<file path="src/rtl/nand_seq_driver.sv">
// Sequencer for the bit-serial 4-bit NAND ALU: it issues one operation, waits for
// the serial result, checks it and returns it on a valid/ready response port.
//
// state   | meaning
// --------+-----------------------------------------------------------
// FLUSH   | opcode held at 000 for 4 edges so a busy ALU drains to idle
// IDLE    | req_ready=1, waiting for a request
// RUN     | opcode 011 driven while the ALU shifts out 4 result bits
// CAPTURE | sample alu_c, compare against ~(a & b), build status
// RESP    | response held until the consumer takes it
module nand_seq_driver (
    input  logic       clk,
    input  logic       rst_n,
    input  logic       req_valid,
    output logic       req_ready,
    input  logic [3:0] req_a,
    input  logic [3:0] req_b,
    input  logic [2:0] req_op,
    output logic       rsp_valid,
    input  logic       rsp_ready,
    output logic [3:0] rsp_c,
    output logic [1:0] rsp_status,
    output logic [3:0] alu_a,
    output logic [3:0] alu_b,
    output logic [2:0] alu_opcode,
    input  logic [3:0] alu_c
);

    localparam logic [2:0] OP_NAND = 3'b011;
    localparam logic [2:0] OP_NOP  = 3'b000;
    localparam logic [1:0] ST_OK       = 2'b00;
    localparam logic [1:0] ST_ILLEGAL  = 2'b01;
    localparam logic [1:0] ST_MISMATCH = 2'b10;

    typedef enum logic [2:0] {
        S_FLUSH,
        S_IDLE,
        S_RUN,
        S_CAPTURE,
        S_RESP
    } state_t;

    state_t     state;
    state_t     state_nx;
    logic [1:0] cnt;
    logic       accept;
    logic       is_nand;
    logic       ops_zero;
    logic [3:0] expected;

    assign accept   = req_valid & req_ready;
    assign is_nand  = (req_op == OP_NAND);
    assign ops_zero = (alu_a == 4'd0) && (alu_b == 4'd0);
    assign expected = ~(alu_a & alu_b);

    always_ff @(posedge clk or negedge rst_n) begin
        if (!rst_n) begin
            state <= S_FLUSH;
        end else begin
            state <= state_nx;
        end
    end

    always_comb begin
        state_nx = state;
        case (state)
            S_FLUSH:   if (cnt == 2'd3) state_nx = S_IDLE;
            S_IDLE:    if (accept) state_nx = is_nand ? S_RUN : S_RESP;
            S_RUN:     if (cnt == 2'd3) state_nx = S_CAPTURE;
            S_CAPTURE: state_nx = S_RESP;
            S_RESP:    if (rsp_valid && rsp_ready) state_nx = S_IDLE;
            default:   state_nx = S_FLUSH;
        endcase
    end

    always_comb begin
        req_ready = (state == S_IDLE);
    end

    // Illegal-opcode responses reach RESP with rsp_valid still low; it rises one edge later.
    always_ff @(posedge clk or negedge rst_n) begin
        if (!rst_n) begin
            cnt        <= 2'd0;
            rsp_valid  <= 1'b0;
            rsp_c      <= 4'd0;
            rsp_status <= ST_OK;
            alu_a      <= 4'd0;
            alu_b      <= 4'd0;
            alu_opcode <= OP_NOP;
        end else begin
            case (state)
                S_FLUSH: begin
                    cnt <= cnt + 2'd1;
                end
                S_IDLE: begin
                    if (accept) begin
                        if (is_nand) begin
                            alu_a      <= req_a;
                            alu_b      <= req_b;
                            alu_opcode <= OP_NAND;
                            cnt        <= 2'd0;
                        end else begin
                            rsp_c      <= 4'd0;
                            rsp_status <= ST_ILLEGAL;
                        end
                    end
                end
                S_RUN: begin
                    cnt <= cnt + 2'd1;
                    if (cnt == 2'd3) alu_opcode <= OP_NOP;
                end
                S_CAPTURE: begin
                    rsp_valid <= 1'b1;
                    // Zero operands make the ALU abort early with C[3:2] stale.
                    if (ops_zero) begin
                        rsp_c      <= 4'b1111;
                        rsp_status <= ST_OK;
                    end else begin
                        rsp_c      <= alu_c;
                        rsp_status <= (alu_c == expected) ? ST_OK : ST_MISMATCH;
                    end
                end
                S_RESP: begin
                    if (!rsp_valid) begin
                        rsp_valid <= 1'b1;
                    end else if (rsp_ready) begin
                        rsp_valid <= 1'b0;
                    end
                end
                default: begin
                    alu_opcode <= OP_NOP;
                end
            endcase
        end
    end

endmodule

</file>
<file path="config.mk">
export PLATFORM = sky130hd
export DESIGN_NAME = nand_seq_driver
export DESIGN_NICKNAME = d
export VERILOG_FILES = /design/src/rtl/nand_seq_driver.sv
export SDC_FILE = /design/constraint.sdc
export NUM_CORES = 1
export LEC_CHECK = 0
export BUFFER_PORTS_ARGS = -buffer_cell sky130_fd_sc_hd__buf_2
export CAP_MARGIN = 20
export CORE_MARGIN = 3
export CORE_UTILIZATION = 35
export DETAILED_ROUTE_END_ITERATION = 16
export GPL_ROUTABILITY_DRIVEN = 0
export PLACE_DENSITY = 0.7
export SYNTH_ARGS = -nofsm -noshare
export SYNTH_HDL_FRONTEND = slang
export SYNTH_SLANG_ARGS = --single-unit
</file>
<file path="constraint.sdc">
create_clock -name clk -period 1.7 [get_ports clk]
set_input_delay 0.51 -clock clk [delete_from_list [all_inputs] [get_ports clk]]
set_output_delay 0.51 -clock clk [all_outputs]
set_load 0.005 [all_outputs]
</file>
---- Word-level counts from Yosys, hierarchy flattened ----
Cells that the tools add are included.
word-level totals
  flip-flop bits (word level) ............. 23
cells by class
  add/sub/neg operators ................... 1
  equality and inequality tests ........... 13
  multiplexer cells ....................... 25
  bitwise gates (word level) .............. 4
  reductions and logical operators ........ 15
operators by type and width
  kind                                                                     count
  3-bit 2-to-1 mux                                                         8
  3-bit one-hot mux with 5 select lines                                    1
  2-bit 2-to-1 mux                                                         6
  4-bit 2-to-1 mux                                                         3
  3-bit by 2-bit == test with 1-bit output, second input constant          3
  3-bit one-hot mux with 3 select lines                                    1
  3-bit AND reduction                                                      3
  4-bit zero test                                                          2
  2-bit inequality test, second input constant                             4
  2-bit one-hot mux with 2 select lines                                    2
  4-bit one-hot mux with 2 select lines                                    1
  4-bit AND reduction                                                      2
  2-bit nonzero test                                                       3
  4-bit AND                                                                1
  4-bit == test                                                            1
  2-bit by 1-bit inequality test with 1-bit output, second input constant  2
  4-bit inverter                                                           1
  3-bit by 1-bit == test with 1-bit output, second input constant          1
  3-bit == test, second input constant                                     1
  3-bit zero test                                                          1
  3-bit OR reduction                                                       1
  2-bit by 1-bit adder with 2-bit output, second input constant            1
  2-bit == test, second input constant                                     1
  1-bit logical AND                                                        2
  5 further kinds                                                          6

---- Logic depth before layout (Yosys ltp) ----
  word-level depth ........................ 6
  depth in mapped cells ................... 5
  mapped depth without buffers ............ 4

---- Worst setup path after synthesis ----
No wires, ideal clock.
  path kind ............................... in2reg
  from .................................... input port req_op[2]
  to ...................................... register alu_a[0]
  library setup time ...................... 125 ps
  arrival time ............................ 1589 ps
  required time ........................... 1575 ps
  setup slack ............................. -14 ps
  stages on the path ...................... 4
  cell sequence ........................... nand3b_4 > or3b_4 > nor2_4 > mux2_2
between the ends
  word-level cells in the longest chain between the ends .. 2
RTL lines
  element                                   RTL line  text
  start, declared                           18        input logic [2:0] req_op,
  3-bit by 2-bit == test with 1-bit output  52        assign is_nand = (req_op == OP_NAND);
  3-bit AND reduction (no source line)      n/a
  end signal, assigned                      98        alu_a <= req_a;
  end, declared                             23        output logic [3:0] alu_a,
No other way between the ends.
A chain may end at the register's enable or synchronous reset.

---- Worst setup path in the final report ----
  from .................................... register state[2]
  to ...................................... output port req_ready
between the ends
  word-level cells in the longest chain between the ends .. 1
RTL lines
  element                                   RTL line  text
  start, declared                           43        state_t state;
  start signal, assigned                    60        state <= state_nx;
  3-bit by 1-bit == test with 1-bit output  77        req_ready = (state == S_IDLE);
  end, declared                             15        output logic req_ready,
No other way between the ends.

==> summary.md <==
| Metric | Value |
|---|---|
| Status | `completed` |
| Final worst path period need | `1.58 ns` |
| First-pass GRT wire length | `3440 um` |
| Finished Layout Cells | `164` |
| Class of the worst hold path | `primary input to async pin` |
| Die Ht | `59.9 um` |
| VDD IR max | `808 uV` |
| Clock Path Buffers | `2` |
| Global route overflow | `0` |
| H-Tree Depth | `1` |
| Multi-input gate area | `467 um2` |
| CTS root buf | `clkbuf_4` |
| Initial Util | `0.389` |
| Area grow syn2layout | `25.2%` |
| Placed cells | `160` |
| Worst skew pair latency | `0.30 ns` |
| Vias/cell | `4.97` |
| Yosys reg bits | `21` |
| RR Startpoint | `state[1]` |
| Avg Inst Size Synth | `10.7 um2` |
| Max-Cap Viols | `0` |
| Via Count | `815` |
| Worst Path Arrival | `1.07 ns` |
| Flop2flop setup slack | `0.22 ns` |
| Dpl hpwl | `1690 um` |
| Core area | `0.00261 mm2` |
| Port Buffers | `36` |
| Iter 0 DRT Violations | `10` |
| # nets final | `155` |
| Slew Limit Fails | `0` |
| Filler cells | `267` |
| Synthesized Nets | `115` |
| Leakage | `0.654 nW` |
| Largest net degree at the start of global routing | `22` |
| Post-Route Setup TNS | `0 ns` |
| Post-route ant nets | `0` |
| Clk_skew | `0.0118 ns` |
| Row Count | `18` |
| RSZ-0062 raised after global routing | `false` |
| Worst reg2reg path endpoint | `alu_a[3]` |
| Overall global routing resource usage | `0.127` |
| CTS tree | `done` |
| I/O Pins | `38` |
| Seq/Total Area, Yosys | `0.517` |
| Pwr Density | `1500 mW/mm2` |
| Initial antenna violation count | `0` |
| WS Path Type | `flop to output port` |
| Commonest non-fill, non-tap cells in the layout | `buf_2 (36), dfrtp_1 (21), o21ai_0 (14), nand2_1 (11), mux2_2 (9)` |
| Tcrit/Tclk final | `0.928` |
| WL/cell | `12.9 um` |
| Setup Fix Bufs, Post-CTS | `0` |
| Yosys warns | `0` |
| Clk slew on worst S/H paths | `0.12 ns` |
| First-pass iteration count of the detailed router | `4` |
| Final wirelength | `2110 um` |
| F_max | `0.634 GHz` |
| Total CTS buffers | `3` |
| CTS Sinks | `21` |
| Cells after synthesis | `95` |
| Die width | `59.9 um` |
| Hold Violations, Final | `0` |
| Element type at the critical path end | `output port` |
| Commonest non-fill, non-tap cell in the layout | `buf_2` |
| Vias in the first global route | `786` |
| Synth unique cells | `28` |
| DRC violations left | `0` |
| CP Max Fanout | `8` |
| Synthesized area | `0.00102 mm2` |
| Setup crit start kind | `flop` |
| Final setup violation count | `0` |
| Die area | `0.00359 mm2` |
| R2R cell count | `3` |
| Layout cells sized above 1 | `0.425` |
| Worst endpoint required time | `1.19 ns` |
| Reg area | `526 um2` |
| Ant diodes | `0` |
-- worst max-delay path, cell delays in order, from the launching register on --
cell	delay, ns
dfrtp_1	0.39
nand2b_4	0.18
nor2_1	0.09
buf_2	0.12
-- area by class of cell --
cell class,count,share of cell area
timing repair buffer,41,0.171
multi-input combinational,68,0.366
tap,30,0.0295
sequential,21,0.413
clock buffer,4,0.0206
-- sequential cells by signal (all words and copies together), names as in the netlist --
name / flops
alu_b: 4
rsp_c: 4
state: 3
cnt: 2
alu_a: 4
rsp_status: 2
alu_opcode: 1
rsp_valid: 1
-- kinds of logic after synthesis --
logic type,share of synthesized area
AOI/OAI and AO/OA,0.112
xor gates and xnor gates,0.0344
DFF,0.517
and+or+nand+nor,0.170
other,0.00369
muxes,0.119
buffers and inverters,0.0320
adders and majority gates,0.0123
-- stage by stage --
| step | setup WS (ns) | utilization | hold slack (ns) | cell area [um2] | total power (W) |
|---|---|---|---|---|---|
| CTS | 0.00543 | 0.486 | 0.150 | 1270 | 0.00193 |
| global placement | -0.165 | 0.475 | 0.481 | 1240 | 0.00165 |
| global route | 0.0197 | 0.488 | 0.166 | 1270 | 0.00208 |
| detailed placement | -0.183 | 0.475 | 0.482 | 1240 | 0.00168 |
| floorplan | -0.0140 | - | 0.214 | 1020 | 0.00135 |
| finish | 0.122 | 0.488 | 0.147 | 1270 | 0.00191 |
-- where the power goes --
part / switching, W / leakage [nW] / total (W) / internal, W
Clock: 0.000141 / 0.0150 / 0.000233 / 0.0000913
Sequential: 0.000157 / 0.266 / 0.000869 / 0.000712
Combinational: 0.000372 / 0.373 / 0.000804 / 0.000432
Total: 0.000670 / 0.654 / 0.00191 / 0.00124
-- how the worst max path moves through the flow --
stage	to	cells after the start	startpoint	slack, ns
final	req_ready	3	state[2]	0.12
after global routing	req_ready	3	state[2]	0.02
after CTS	req_ready	3	state[2]	0.005
after detailed placement	alu_a[3]	5	req_op[2]	-0.18
after global placement	alu_a[1]	5	req_op[2]	-0.17
after floorplan	alu_a[0]	4	req_op[2]	-0.01
-- synthesized netlist by cell type --
master	n	area share
a21o_1	1	0.0074
a21oi_1	1	0.0049
a22o_1	1	0.0086
a31oi_1	1	0.0062
and2_1	2	0.012
buf_2	2	0.0098
buf_4	2	0.015
clkbuf_1	2	0.0074
conb_1	1	0.0037
dfrtp_1	21	0.52
ha_1	1	0.012
mux2_2	9	0.10
mux2i_1	2	0.020
nand2_1	11	0.041
nand2b_1	1	0.0062
nand3_1	1	0.0049
nand3b_4	1	0.020
nor2_1	8	0.030
nor2_4	1	0.011
nor2b_1	1	0.0062
nor3b_1	1	0.0074
nor4_1	1	0.0062
o21ai_0	14	0.069
o31a_1	1	0.0086
o31ai_1	1	0.0074
or3b_4	1	0.011
or4_1	2	0.015
xor2_1	4	0.034
-- what timing repair did --
| item | 4_1_cts | 5_1_grt |
|---|---|---|
| gates resized for setup | 1 | 1 |
| cloned | 0 | 0 |
| setup endpoints to repair | 1 | 1 |
| hold buffers | 0 | 0 |
-- layer usage --
layer / wire length, um / vias to the layer above / track usage
met5: 0 / - / 0
met4: 14 / 0 / 0.0475
met3: 159 / 2 / 0.0238
met2: 1010 / 26 / 0.216
met1: 928 / 382 / 0.159
li1: - / 405 / -
Note: power is estimated with default switching activity, not from simulation.
